**config.mk**
```make
export PLATFORM = sky130hd
export DESIGN_NAME = chrono_button_controller_flat
export DESIGN_NICKNAME = d
export VERILOG_FILES = /design/src/rtl/chrono_button_controller_pkg.sv /design/src/rtl/chrono_button_controller_if.sv /design/src/rtl/chrono_button_controller_debouncer.sv /design/src/rtl/chrono_button_controller.sv /design/src/flat_wrapper.sv
export SDC_FILE = /design/constraint.sdc
export NUM_CORES = 1
export LEC_CHECK = 0
export ABC_AREA = 1
export CORE_UTILIZATION = 47
export DETAILED_ROUTE_END_ITERATION = 10
export PLACE_DENSITY = 0.66
export SETUP_SLACK_MARGIN = 0.15
export SYNTH_ARGS = -nofsm -noshare
export SYNTH_HDL_FRONTEND = slang
export SYNTH_SLANG_ARGS = --single-unit
export TNS_END_PERCENT = 10
```
**constraint.sdc**
```tcl
create_clock -name CLK_50M -period 1.42 [get_ports CLK_50M]
set_input_delay 0.142 -clock CLK_50M [delete_from_list [all_inputs] [get_ports CLK_50M]]
set_output_delay 0.142 -clock CLK_50M [all_outputs]
set_load 0.1 [all_outputs]
```
**src/rtl/chrono_button_controller_pkg.sv**
```systemverilog
// Shared constants, FSM encoding and transition function for the chrono button controller.
package chrono_pkg;

  localparam int DEBOUNCE_TICKS_DEF = 5;
  // Debounce counter width; covers DEBOUNCE_TICKS up to 255.
  localparam int CNT_W   = 8;
  localparam int NUM_BTN = 3;

  // Button slots in the debouncer array.
  localparam int BTN_SS  = 0;  // BTN_SOUTH, start/stop
  localparam int BTN_LAP = 1;  // BTN_EAST, lap
  localparam int BTN_RST = 2;  // BTN_NORTH, reset

  typedef enum logic [1:0] {
    ST_STOPPED  = 2'd0,
    ST_RUNNING  = 2'd1,
    ST_LAP_RUN  = 2'd2,
    ST_LAP_STOP = 2'd3
  } state_e;

  // Priority reset > start/stop > lap; losing events are simply dropped.
  function automatic state_e next_state(state_e cur, logic ev_rst, logic ev_ss, logic ev_lap);
    state_e nxt;
    nxt = cur;
    if (ev_rst) begin
      nxt = ST_STOPPED;
    end else if (ev_ss) begin
      case (cur)
        ST_STOPPED:  nxt = ST_RUNNING;
        ST_RUNNING:  nxt = ST_STOPPED;
        ST_LAP_RUN:  nxt = ST_LAP_STOP;
        ST_LAP_STOP: nxt = ST_LAP_RUN;
        default:     nxt = ST_STOPPED;
      endcase
    end else if (ev_lap) begin
      case (cur)
        ST_RUNNING:  nxt = ST_LAP_RUN;
        ST_LAP_RUN:  nxt = ST_RUNNING;
        ST_LAP_STOP: nxt = ST_STOPPED;
        default:     nxt = cur;  // lap ignored while stopped
      endcase
    end
    return nxt;
  endfunction

  function automatic logic is_paused(state_e s);
    return (s == ST_STOPPED) || (s == ST_LAP_STOP);
  endfunction

  function automatic logic is_frozen(state_e s);
    return (s == ST_LAP_RUN) || (s == ST_LAP_STOP);
  endfunction

endpackage

```
**src/rtl/chrono_button_controller_if.sv**
```systemverilog
// Button/tick inputs and control outputs of the chrono button controller.
interface chrono_button_controller_if;
  logic       tick_100Hz;
  logic       BTN_SOUTH;
  logic       BTN_EAST;
  logic       BTN_NORTH;
  logic       pause;
  logic       counter_reset;
  logic       lap_freeze;
  logic       lap_capture;
  logic [1:0] state;

  // Board / stimulus side.
  modport master (
    output tick_100Hz, BTN_SOUTH, BTN_EAST, BTN_NORTH,
    input  pause, counter_reset, lap_freeze, lap_capture, state
  );

  // Controller side.
  modport slave (
    input  tick_100Hz, BTN_SOUTH, BTN_EAST, BTN_NORTH,
    output pause, counter_reset, lap_freeze, lap_capture, state
  );
endinterface

```
**src/rtl/chrono_button_controller_debouncer.sv**
```systemverilog
// One button: 2-flop synchronizer, tick-paced debounce counter, press pulse.
module button_debouncer
  import chrono_pkg::*;
#(
  parameter int DEBOUNCE_TICKS = DEBOUNCE_TICKS_DEF
) (
  input  logic clk_i,
  input  logic rst_ni,
  input  logic tick_rise_i,
  input  logic btn_i,
  output logic press_o
);

  localparam logic [CNT_W-1:0] LIMIT = CNT_W'(DEBOUNCE_TICKS);

  logic             sync1_q, sync2_q;
  logic             acc_q, acc_d;
  logic             acc_dly_q;
  logic             press_q;
  logic [CNT_W-1:0] cnt_q, cnt_d;

  // Count ticks while the synchronized level disagrees with the accepted one;
  // toggle on the last tick so the counter never goes past LIMIT.
  always_comb begin
    acc_d = acc_q;
    cnt_d = cnt_q;
    if (sync2_q == acc_q) begin
      cnt_d = '0;
    end else if (tick_rise_i) begin
      if (cnt_q >= LIMIT - CNT_W'(1)) begin
        acc_d = ~acc_q;
        cnt_d = '0;
      end else begin
        cnt_d = cnt_q + CNT_W'(1);
      end
    end
  end

  // Synchronizer, accepted level and rising-edge pulse (one cycle after acceptance).
  always_ff @(posedge clk_i) begin
    if (!rst_ni) begin
      sync1_q   <= 1'b0;
      sync2_q   <= 1'b0;
      acc_q     <= 1'b0;
      acc_dly_q <= 1'b0;
      cnt_q     <= '0;
      press_q   <= 1'b0;
    end else begin
      sync1_q   <= btn_i;
      sync2_q   <= sync1_q;
      acc_q     <= acc_d;
      acc_dly_q <= acc_q;
      cnt_q     <= cnt_d;
      press_q   <= acc_q & ~acc_dly_q;
    end
  end

  assign press_o = press_q;

endmodule

```
**src/rtl/chrono_button_controller.sv**
```systemverilog
// Stopwatch control: three debounced buttons drive a 4-state run/lap FSM.
module chrono_button_controller
  import chrono_pkg::*;
#(
  parameter int DEBOUNCE_TICKS = DEBOUNCE_TICKS_DEF
) (
  input  logic                          CLK_50M,
  input  logic                          reset_n,
  chrono_button_controller_if.slave     bus
);

  logic               tick_q;
  logic               tick_rise;
  logic [NUM_BTN-1:0] btn_raw;
  logic [NUM_BTN-1:0] press;

  state_e state_q;
  logic   pause_q, lap_freeze_q, counter_reset_q, lap_capture_q;

  // Rising-edge detector on the 100 Hz tick, shared by all buttons.
  always_ff @(posedge CLK_50M) begin
    if (!reset_n) tick_q <= 1'b0;
    else          tick_q <= bus.tick_100Hz;
  end

  assign tick_rise = bus.tick_100Hz & ~tick_q;

  assign btn_raw[BTN_SS]  = bus.BTN_SOUTH;
  assign btn_raw[BTN_LAP] = bus.BTN_EAST;
  assign btn_raw[BTN_RST] = bus.BTN_NORTH;

  for (genvar i = 0; i < NUM_BTN; i++) begin : g_btn
    button_debouncer #(
      .DEBOUNCE_TICKS (DEBOUNCE_TICKS)
    ) u_db (
      .clk_i       (CLK_50M),
      .rst_ni      (reset_n),
      .tick_rise_i (tick_rise),
      .btn_i       (btn_raw[i]),
      .press_o     (press[i])
    );
  end

  // FSM with registered outputs derived from the next state; pulses follow the winning event.
  always_ff @(posedge CLK_50M) begin
    if (!reset_n) begin
      state_q         <= ST_STOPPED;
      pause_q         <= 1'b1;
      lap_freeze_q    <= 1'b0;
      counter_reset_q <= 1'b0;
      lap_capture_q   <= 1'b0;
    end else begin
      state_q         <= next_state(state_q, press[BTN_RST], press[BTN_SS], press[BTN_LAP]);
      pause_q         <= is_paused(next_state(state_q, press[BTN_RST], press[BTN_SS], press[BTN_LAP]));
      lap_freeze_q    <= is_frozen(next_state(state_q, press[BTN_RST], press[BTN_SS], press[BTN_LAP]));
      counter_reset_q <= press[BTN_RST];
      lap_capture_q   <= ~press[BTN_RST] & ~press[BTN_SS] & press[BTN_LAP] &
                         (state_q == ST_RUNNING);
    end
  end

  assign bus.state         = state_q;
  assign bus.pause         = pause_q;
  assign bus.lap_freeze    = lap_freeze_q;
  assign bus.counter_reset = counter_reset_q;
  assign bus.lap_capture   = lap_capture_q;

endmodule

```
**src/flat_wrapper.sv**
```systemverilog
// flat-port wrapper written by rule: the top's interface ports become plain ports
module chrono_button_controller_flat import chrono_pkg::*;
#(
  parameter int DEBOUNCE_TICKS = DEBOUNCE_TICKS_DEF
)
  (CLK_50M, reset_n, bus_tick_100Hz, bus_BTN_SOUTH, bus_BTN_EAST, bus_BTN_NORTH, bus_pause, bus_counter_reset, bus_lap_freeze, bus_lap_capture, bus_state);
  chrono_button_controller_if bus_i ();
  input  logic CLK_50M;
  input  logic reset_n;
  input wire logic [$bits(bus_i.tick_100Hz)-1:0] bus_tick_100Hz;
  input wire logic [$bits(bus_i.BTN_SOUTH)-1:0] bus_BTN_SOUTH;
  input wire logic [$bits(bus_i.BTN_EAST)-1:0] bus_BTN_EAST;
  input wire logic [$bits(bus_i.BTN_NORTH)-1:0] bus_BTN_NORTH;
  output wire logic [$bits(bus_i.pause)-1:0] bus_pause;
  output wire logic [$bits(bus_i.counter_reset)-1:0] bus_counter_reset;
  output wire logic [$bits(bus_i.lap_freeze)-1:0] bus_lap_freeze;
  output wire logic [$bits(bus_i.lap_capture)-1:0] bus_lap_capture;
  output wire logic [$bits(bus_i.state)-1:0] bus_state;
  assign bus_i.tick_100Hz = bus_tick_100Hz;
  assign bus_i.BTN_SOUTH = bus_BTN_SOUTH;
  assign bus_i.BTN_EAST = bus_BTN_EAST;
  assign bus_i.BTN_NORTH = bus_BTN_NORTH;
  assign bus_pause = bus_i.pause;
  assign bus_counter_reset = bus_i.counter_reset;
  assign bus_lap_freeze = bus_i.lap_freeze;
  assign bus_lap_capture = bus_i.lap_capture;
  assign bus_state = bus_i.state;
  chrono_button_controller #(.DEBOUNCE_TICKS(DEBOUNCE_TICKS)) u_core (.CLK_50M(CLK_50M), .reset_n(reset_n), .bus(bus_i));
endmodule
```
* Yosys cells after proc, flatten, opt, wreduce, memory -nomap -nowiden
Cells that the tools add are included.
Cells by class: reductions and logical operators 10, mux-type cells 9, $add $sub $neg 3, order comparisons 3, bitwise logic cells 20, equal/unequal tests 8
Operators with widths (count):
- $add A8 B1 Y8 const B | 3
- $ge A8 B3 Y1 const B | 3
- $mux W8 | 3
- $not A1 Y1 | 13
- $reduce_and A3 Y1 | 3
- $eq A2 B2 Y1 const B | 4
- $mux W2 | 4
- $pmux W2 S4 | 1
- $and A1 B1 Y1 | 7
- $pmux W2 S3 | 1
- $reduce_or A2 Y1 | 3
- $logic_not A2 Y1 | 2
- $eq A1 B1 Y1 | 3
- $eq A2 B1 Y1 const B | 1
- $logic_or A1 B1 Y1 | 2
Word-level totals: bits in registers 46, output and inout port bits 6, bits of input ports 6, logic and storage cells 77

* Depth between registers and ports, before layout
Gate-level depths: netlist (run 1).
word-level depth 8, mapped depth 8, mapped depth without buffers 8

* Modules after synthesis
Synthesis (run 1) repeated with hierarchy kept, for this count alone.
Unflattened totals: cell total of the unflattened synthesis 213, area, all modules 1756.7 sq um
Modules (own cells, without submodules):
- button_debouncer | sequential area each 260.2 sq um, area an instance 490.5 sq um, instances 3, cells each 58
- chrono_button_controller | sequential area each 140.1 sq um, area an instance 285.3 sq um, instances 1, cells each 39

* Worst setup path after synthesis (run 1)
No wires, ideal clock.
kind register to register, from register u_core.state_q[1] (netlist: u_core.bus.state[1]), to register u_core.pause_q (netlist: u_core.bus.pause), cell stages (with the launch flop) 6, data required time 1.297 ns, period minus slack after synthesis 1.970 ns, setup slack -0.550 ns, data arrival time 1.847 ns, library setup time 0.123 ns, path through dfxtp_1 -> nor2_1 -> nand3_1 -> nand2_1 -> ha_1 -> or2_2
Between the ends: longest elaborated chain between the ends 8, elaborated cells between the ends (all ways) 13, classes of those cells eq/ne: 4; mux: 6; reduce/logical: 3
RTL lines:
- start, declared | RTL line chrono_button_controller.sv:17 | state_e state_q;
- start signal, assigned | RTL line chrono_button_controller.sv:53 | state_q <= next_state(state_q, press[BTN_RST], press[BTN_SS], press[BTN_LAP]);
- $eq A2 B2 Y1 or $eq A2 B1 Y1 (tied branches) | RTL line chrono_button_controller_pkg.sv:28, chrono_button_controller_pkg.sv:36
- $pmux W2 S3 | RTL line chrono_button_controller_pkg.sv:36 | case (cur)
- $mux W2
- $mux W2 * (2 in a row)
- $mux W2 * | RTL line chrono_button_controller.sv:46 | if (!reset_n) begin
- $eq A2 B2 Y1 or $logic_not A2 Y1 (tied branches) | RTL line chrono_button_controller_pkg.sv:47 | return (s == ST_STOPPED) || (s == ST_LAP_STOP);
- $logic_or A1 B1 Y1 * | RTL line chrono_button_controller_pkg.sv:47
- end signal, assigned | RTL line chrono_button_controller.sv:54 | pause_q <= is_paused(next_state(state_q, press[BTN_RST], press[BTN_SS], press[BTN_LAP]));
- end, declared | RTL line chrono_button_controller.sv:18 | logic pause_q, lap_freeze_q, counter_reset_q, lap_capture_q;
Mark *: on every way between the ends. The rest lies on a longest branch, timed or not. The select of a mux whose other input is x is not followed. A chain may end at the register's enable or synchronous reset.

* Final worst setup path (run 1)
from register u_core.g_btn[0].u_db.press_q, to register u_core.pause_q (netlist: u_core.bus.pause)
Between the ends: longest elaborated chain between the ends 5, elaborated cells between the ends (all ways) 6, classes of those cells eq/ne: 1; mux: 3; reduce/logical: 2
RTL lines:
- start, declared | RTL line chrono_button_controller_debouncer.sv:19 | logic press_q;
- start signal, assigned | RTL line chrono_button_controller_debouncer.sv:54 | press_q <= acc_q & ~acc_dly_q;
- $mux W2 * (2 in a row)
- $mux W2 * | RTL line chrono_button_controller.sv:46
- $eq A2 B2 Y1 or $logic_not A2 Y1 (tied branches) | RTL line chrono_button_controller_pkg.sv:47
- $logic_or A1 B1 Y1 * | RTL line chrono_button_controller_pkg.sv:47
Marks and branches as above.

==> key figures, run 1 <==
Global routing
  – Remaining Overflow, GRT: 0
  – GRT Util Overall: 0.165
  – Initial antenna violation count: 0
  – Vias in the first global route: 1193
  – First-pass GRT wire length: 5000 um
  – Pin count of the biggest net entering global routing: 14

Placed design
  – Placer's final routability congestion estimate: roughly 0.76
  – Port Buf Inserts: 11
  – Placed cells: 288
  – DP Area: 0.00203 mm^2
  – Post-DP HPWL: 1980 um

CTS
  – Clock Latency Late Sink: ~0.3 ns
  – CTS buffer count: 5
  – Largest buffer count on any clock path: 2
  – CTS tree: yes
  – CTS clk-pin slew, worst paths: around 0.080 ns
  – CTS sink count: 46
  – Root buf cell: clkbuf_8
  – H-tree depth: 2

Route
  – Final wirelength: 2750 um
  – Routed vias/inst: ~4.3
  – Routed wire per std cell: 9.19 um
  – Initial DRC count: 55
  – Residual DRC count: 0
  – Pre-antenna DRT Iters: 4
  – Routed Antenna Nets: 0
  – DR vias: 1284

Synthesis
  – Sequential share of the synthesized area: 0.521
  – Post-synthesis cell count: 228
  – Syn nets: 242
  – Synth unique cells: 19
  – Synth Warn #: 0
  – Synthesized area: 0.00177 mm^2
  – Number of synthesized register bits: 46
  – Syn avg cell area: 7.76 um^2

Timing
  – Setup violators final: 0
  – Fmax: between 0.7 and 0.8 GHz
  – Setup TNS: 0 ns
  – Max Slew Vio Count: 0
  – Slew @ Worst Pin: 0.219 ns
  – Unrepaired setup endpoints after global routing: yes
  – Final Hold Vio Count: 0
  – Worst Skew: around 0.0067 ns
  – Final Cycle Share: 0.896
  – Min cycle time layout: 1.27 ns
  – Worst slew margin: 0.854

Worst setup path
  – Worst r2r src: u_core.g_btn[0].u_db.press_o
  – Worst Setup End Kind: register
  – Critical path type: register to register
  – CP Max Fanout: 3
  – Worst EP arrival: 1.46 ns
  – Critical Path Source: u_core.g_btn[0].u_db.press_o
  – Worst path required time: 1.61 ns
  – Worst Setup Start Kind: register

Die
  – Die H: 63.4 um
  – I/O pins: 12
  – DIE AREA: 0.00401 mm^2
  – Initial Util: 0.510
  – Core area: approximately 0.0035 mm^2
  – FP Rows: 21
  – Die W: between 60 and 70 um

Hold path
  – Critical hold path startpoint: bus_BTN_NORTH
  – Hold/Removal Path Class: input pin to register

Power
  – Worst VDD drop: between 1 and 1.5 mV
  – Power density over the cells: 1070 mW/mm^2
  – LEAKAGE: about 1.0 nW

Finish
  – Final Instance Count excl. Fillers: 299
  – # diodes: 0
  – Design Area, Final: 0.00218 mm^2
  – Sequential cell area: 931 um^2
  – Layout area overhead: 23.4%
  – Most frequent cells in the layout: nand2_1 (55), nor2_1 (43), dfxtp_1 (42), inv_1 (38), nand3_1 (13)
  – Multi-input gate area: roughly 680 um^2
  – Final nets: 266
  – Fillcell total: 311
  – Most common cell after layout, fill and taps aside: nand2_1
  – Share of cells above drive strength 1: 0.162

Run status
  – Outcome: finished clean

Flow run
  – Maxcap violations: 0
-- Yosys cell counts --
library cell	count	area share
a21oi_1	4	0.011
buf_2	2	0.0057
buf_4	1	0.0042
buf_6	1	0.0064
buf_8	1	0.0085
dfxtp_1	46	0.52
ha_1	8	0.057
inv_1	38	0.081
inv_4	1	0.0035
nand2_1	56	0.12
nand2_2	1	0.0035
nand2_4	1	0.0064
nand3_1	14	0.040
nand3_2	1	0.0057
nor2_1	44	0.093
nor2_2	1	0.0035
o21ai_0	1	0.0028
or2_2	4	0.014
xor2_1	3	0.015
-- registers in the layout, indices dropped and copies added, names as in the netlist --
| register | count |
|---|---|
| u_core.bus.counter_reset | 1 |
| u_core.g_btn.u_db.acc_q | 3 |
| u_core.bus.lap_capture | 1 |
| u_core.g_btn.u_db.press_o | 3 |
| u_core.g_btn.u_db.acc_dly_q | 3 |
| u_core.g_btn.u_db.cnt_q | 24 |
| u_core.g_btn.u_db.sync1_q | 3 |
| u_core.bus.pause | 1 |
| u_core.tick_q | 1 |
| u_core.g_btn.u_db.sync2_q | 3 |
| u_core.bus.lap_freeze | 1 |
| u_core.bus.state | 2 |
-- cells by family (layout without fill, tap and decap cells) --
group / after synthesis / after routing / share of synthesized area
xor+xnor: 3 / 3 / 0.0149
fa+ha+maj: 8 / 8 / 0.0566
buf+inv: 44 / 69 / 0.109
compound gates: 5 / 5 / 0.0141
simple gates: 122 / 122 / 0.285
flops: 46 / 46 / 0.521
-- worst paths after layout --
kind / endpoint / slack [ns] / cells after the start
max: u_core.bus.pause / 0.15 / 7
min: u_core.g_btn[2].u_db.sync1_q / 0.36 / 3
max reg2reg: u_core.bus.pause / 0.15 / 7
min reg2reg: u_core.g_btn[0].u_db.press_o / 0.38 / 1
-- layer usage --
metal | part of all wire | track usage
met1 | 0.46 | 0.191
met2 | 0.47 | 0.254
met3 | 0.045 | 0.0598
met4 | 0.027 | 0.108
met5 | 0 | 0
-- worst max-delay path, cell delays in order, from the launching register on --
cell and delay (ns):
dfxtp_2 0.33, inv_1 0.04, nand2_1 0.05, nor2_1 0.08, nand3_1 0.11, nand2_2 0.13, ha_4 0.20, or2_4 0.21
-- report_power, final --
part / internal, mW / switching [mW]
Sequential: 1.30 / 0.00478
Combinational: 0.0442 / 0.0567
Clock: 0.526 / 0.409
Total: 1.87 / 0.471
-- layout make-up --
type / count / area share
Sequential cell: 46 / 0.426
Clock inverter: 1 / 0.0138
Multi-Input combinational cell: 138 / 0.313
Inverter: 39 / 0.0682
Clock buffer: 7 / 0.0350
Timing Repair Buffer: 22 / 0.117
Tap cell: 46 / 0.0264
-- metrics by stage --
stage | setup slack, ns | util | hold slack (ns) | total power, mW
final | 0.148 | 0.630 | 0.364 | 2.34
after global routing | 0.0721 | 0.630 | 0.359 | 2.45
after CTS | 0.153 | 0.620 | 0.354 | 2.37
after detailed placement | 0.0796 | 0.585 | 0.379 | 1.43
after global placement | 0.113 | 0.585 | 0.371 | 1.43
after floorplan | 0.0337 | - | 0.235 | 1.40
-- what timing repair did --
item                                   CTS  global route
hold buffers                             0             0
resized for setup                        1             7
setup endpoints to repair                1             4
endpoints found under the hold margin    0             0
pin swaps                                1             4
setup buffers                            2             1
(Power assumes the default switching activity.)
==> inputs of run 2 (changes only) <==
CORE_MARGIN = 2   (was not set)
==> run 2 against run 1 <==
Final area is 0.34% lower. Cell count is 0.67% higher. Clock power is 12% lower. Critical path type unchanged. Critical path depth stayed put. Worst setup slack better by 0.050 ns. Critical endpoint unchanged. First-iteration DRC count is 9.1% lower. Utilization is 3.1 points lower. Via count is 1.9% higher. Sequential power hardly changed. Combinational power hardly changed.
==> key figures, run 2 (same netlist as run 1, synthesis figures left out) <==
Worst setup path
  – CP top delay family: simple AND/OR/NAND/NOR gates
  – Worst path slowest cell: dfxtp_2
  – Critical path, cell by cell: inv_2 -> nand2_2 -> nor2_2 -> nand3_2 -> nand2_2 -> ha_4 -> or2_4
  – Reg2Reg Depth: 7 (unchanged)
  – Critical path type: register to register
  – Register-to-register setup slack: 0.20 ns (+0.05 ns)
  – CP Max Fanout: 3 (unchanged)
  – Worst Setup Start Kind: register
  – Worst path required time: 1.61 ns (about the same)
  – Buf/Inv on CP: 1 (unchanged)
  – Worst Setup End Kind: register
  – Crit-path most repeated cell: nand2_2
  – Slowest cell delay on critical path: 0.34 ns (about the same)
  – Worst r2r src: u_core.g_btn[0].u_db.press_o
  – Reg2reg end: u_core.bus.pause
  – Worst EP arrival: 1.42 ns (-0.04 ns)

Placed design
  – DP Area: 0.00203 mm^2 (+0.12%)
  – Port Buf Inserts: 11 (unchanged)
  – Placed cells: 290 (+0.69%)
  – Placer's final routability congestion estimate: 0.758 (+0.11%)
  – Post-DP HPWL: 1970 um (-0.16%)
  – DP Worst Slack: 0.104 ns (+0.0240 ns)

Die
  – Initial Util: 0.487 (-0.0232)
  – I/O pins: 12 (unchanged)
  – Core area: 0.00363 mm^2 (+4.8%)
  – FP Rows: 22 (+4.8%)
  – Die H: 65.4 um (+3.2%)
  – Die W: 65.4 um (+3.2%)
  – DIE AREA: 0.00427 mm^2 (+6.4%)

Timing
  – Fin Hold WS: 0.362 ns (-0.00176 ns)
  – Slew @ Worst Pin: 0.290 ns (+0.0712 ns)
  – Fmax: 0.818 GHz (+4.1%)
  – Setup TNS: 0 ns (unchanged)
  – Worst Skew: 0.00157 ns (-0.00517 ns)
  – Final Hold Vio Count: 0 (unchanged)
  – Final Cycle Share: 0.861 (-0.0349)
  – Final setup margin: 0.198 ns (+0.0496 ns)
  – Unrepaired setup endpoints after global routing: yes
  – Max Slew Vio Count: 0 (unchanged)
  – Worst slew margin: 0.806 (-0.0476)
  – Setup violators final: 0 (unchanged)
  – Min cycle time layout: 1.22 ns (-0.0496 ns)

Route
  – DR vias: 1309 (+1.9%)
  – Routed Antenna Nets: 0 (unchanged)
  – Pre-antenna DRT Iters: 4 (unchanged)
  – Final wirelength: 2770 um (+0.65%)
  – Residual DRC count: 0 (unchanged)
  – Initial DRC count: 50 (-9.1%)
  – Routed vias/inst: 4.35 (+1.3%)
  – Routed wire per std cell: 9.19 um (about the same)

Power
  – Tot Pwr: 2.23 mW (-4.7%)
  – Power density over the cells: 1020 mW/mm^2 (-4.4%)
  – LEAKAGE: 1.04 nW (-0.25%)
  – Worst VDD drop: 0.911 mV (-14%)

Finish
  – Top reg by flops: u_core.g_btn.u_db.cnt_q
  – Layout area overhead: 23.0%
  – Finished Core Util: 0.599 (-0.0307)
  – Fillcell total: 349 (+12%)
  – # diodes: 0 (unchanged)
  – Most common cell after layout, fill and taps aside: nand2_1
  – Max reg flops: 24 (unchanged)
  – Final nets: 266 (unchanged)
  – Share of cells above drive strength 1: 0.178 (+0.0158)
  – Most frequent cells in the layout: nand2_1 (54), nor2_1 (43), dfxtp_1 (42), inv_1 (37), nand3_1 (12)
  – Design Area, Final: 0.00218 mm^2 (-0.34%)
  – Final Instance Count excl. Fillers: 301 (+0.67%)

Hold path
  – Critical hold path startpoint: bus_BTN_SOUTH
  – Worst Hold Endpoint: u_core.g_btn[0].u_db.sync1_q
  – Hold/Removal Path Class: input pin to register
  – Hold Path Cell Cnt: 3 (unchanged)

CTS
  – Largest buffer count on any clock path: 2 (unchanged)
  – Clock Latency Late Sink: 0.30 ns (about the same)
  – Root buf cell: clkbuf_8
  – CTS sink count: 46 (unchanged)
  – CTS tree: yes
  – Hold buffers post-CTS: 0 (unchanged)
  – CTS clk-pin slew, worst paths: 0.08 ns (about the same)
  – CTS buffer count: 5 (unchanged)
  – H-tree depth: 2 (unchanged)

Global routing
  – Initial antenna violation count: 0 (unchanged)
  – First-pass GRT wire length: 4770 um (-4.4%)
  – Remaining Overflow, GRT: 0 (unchanged)
  – GRT Util Overall: 0.147 (-0.0182)
  – Vias in the first global route: 1144 (-4.1%)
  – Pin count of the biggest net entering global routing: 15 (+1)

Flow run
  – Maxcap violations: 0 (unchanged)

Run status
  – Outcome: finished clean
-- run 2: cell types whose count changed in the layout (fill, tap and decap cells not counted), sizes merged --
cell	before	now
bufinv	1	0
clkbuf	7	6
clkinv	0	1
clkinvlp	0	1
-- run 2: metal layers --
metal	vias to the layer above	part of all wire	GRT usage
li1	711	-	-
met1	574	0.48	0.174
met2	21	0.47	0.240
met3	3	0.042	0.0565
met4	0	0.013	0.0547
met5	-	0	0
-- run 2: cell type report --
type,count,area (um^2),share of cell area
Inverter,39,149,0.0684
Tap cell,48,60.1,0.0276
Timing Repair Buffer,22,253,0.116
Clock inverter,2,12.5,0.00575
Multi-Input combinational cell,138,688,0.316
Clock buffer,6,82.6,0.0380
Sequential cell,46,931,0.428
-- run 2: worst max path at each step --
stage                                      start                             to  slack [ns]  cells past startpoint
floorplan                    u_core.bus.state[1]               u_core.bus.pause        0.03                      5
global route        u_core.g_btn[0].u_db.press_o               u_core.bus.pause        0.10                      7
global placement                  bus_tick_100Hz  u_core.g_btn[1].u_db.cnt_q[1]        0.12                      5
CTS                 u_core.g_btn[0].u_db.press_o               u_core.bus.pause        0.15                      7
detailed placement  u_core.g_btn[0].u_db.press_o               u_core.bus.pause        0.10                      7
finish              u_core.g_btn[0].u_db.press_o               u_core.bus.pause        0.20                      7
-- run 2: power by group --
group / switching (mW) / internal (mW) / total (mW)
combinational: 0.0587 / 0.0438 / 0.102
sequential: 0.00470 / 1.30 / 1.30
clock: 0.434 / 0.391 / 0.825
total: 0.497 / 1.73 / 2.23
-- run 2: worst reg2reg max path, cell delays in order, from the launching register on --
cell and delay (ns):
dfxtp_2 0.34, inv_2 0.05, nand2_2 0.05, nor2_2 0.09
nand3_2 0.08, nand2_2 0.11, ha_4 0.20, or2_4 0.21
-- run 2: repair_timing --
item / CTS / global route
cloned: 0 / 0
gates resized for setup: 0 / 9
buffers inserted: 2 / 1
pin swaps: 1 / 2
setup endpoints to repair: 1 / 4
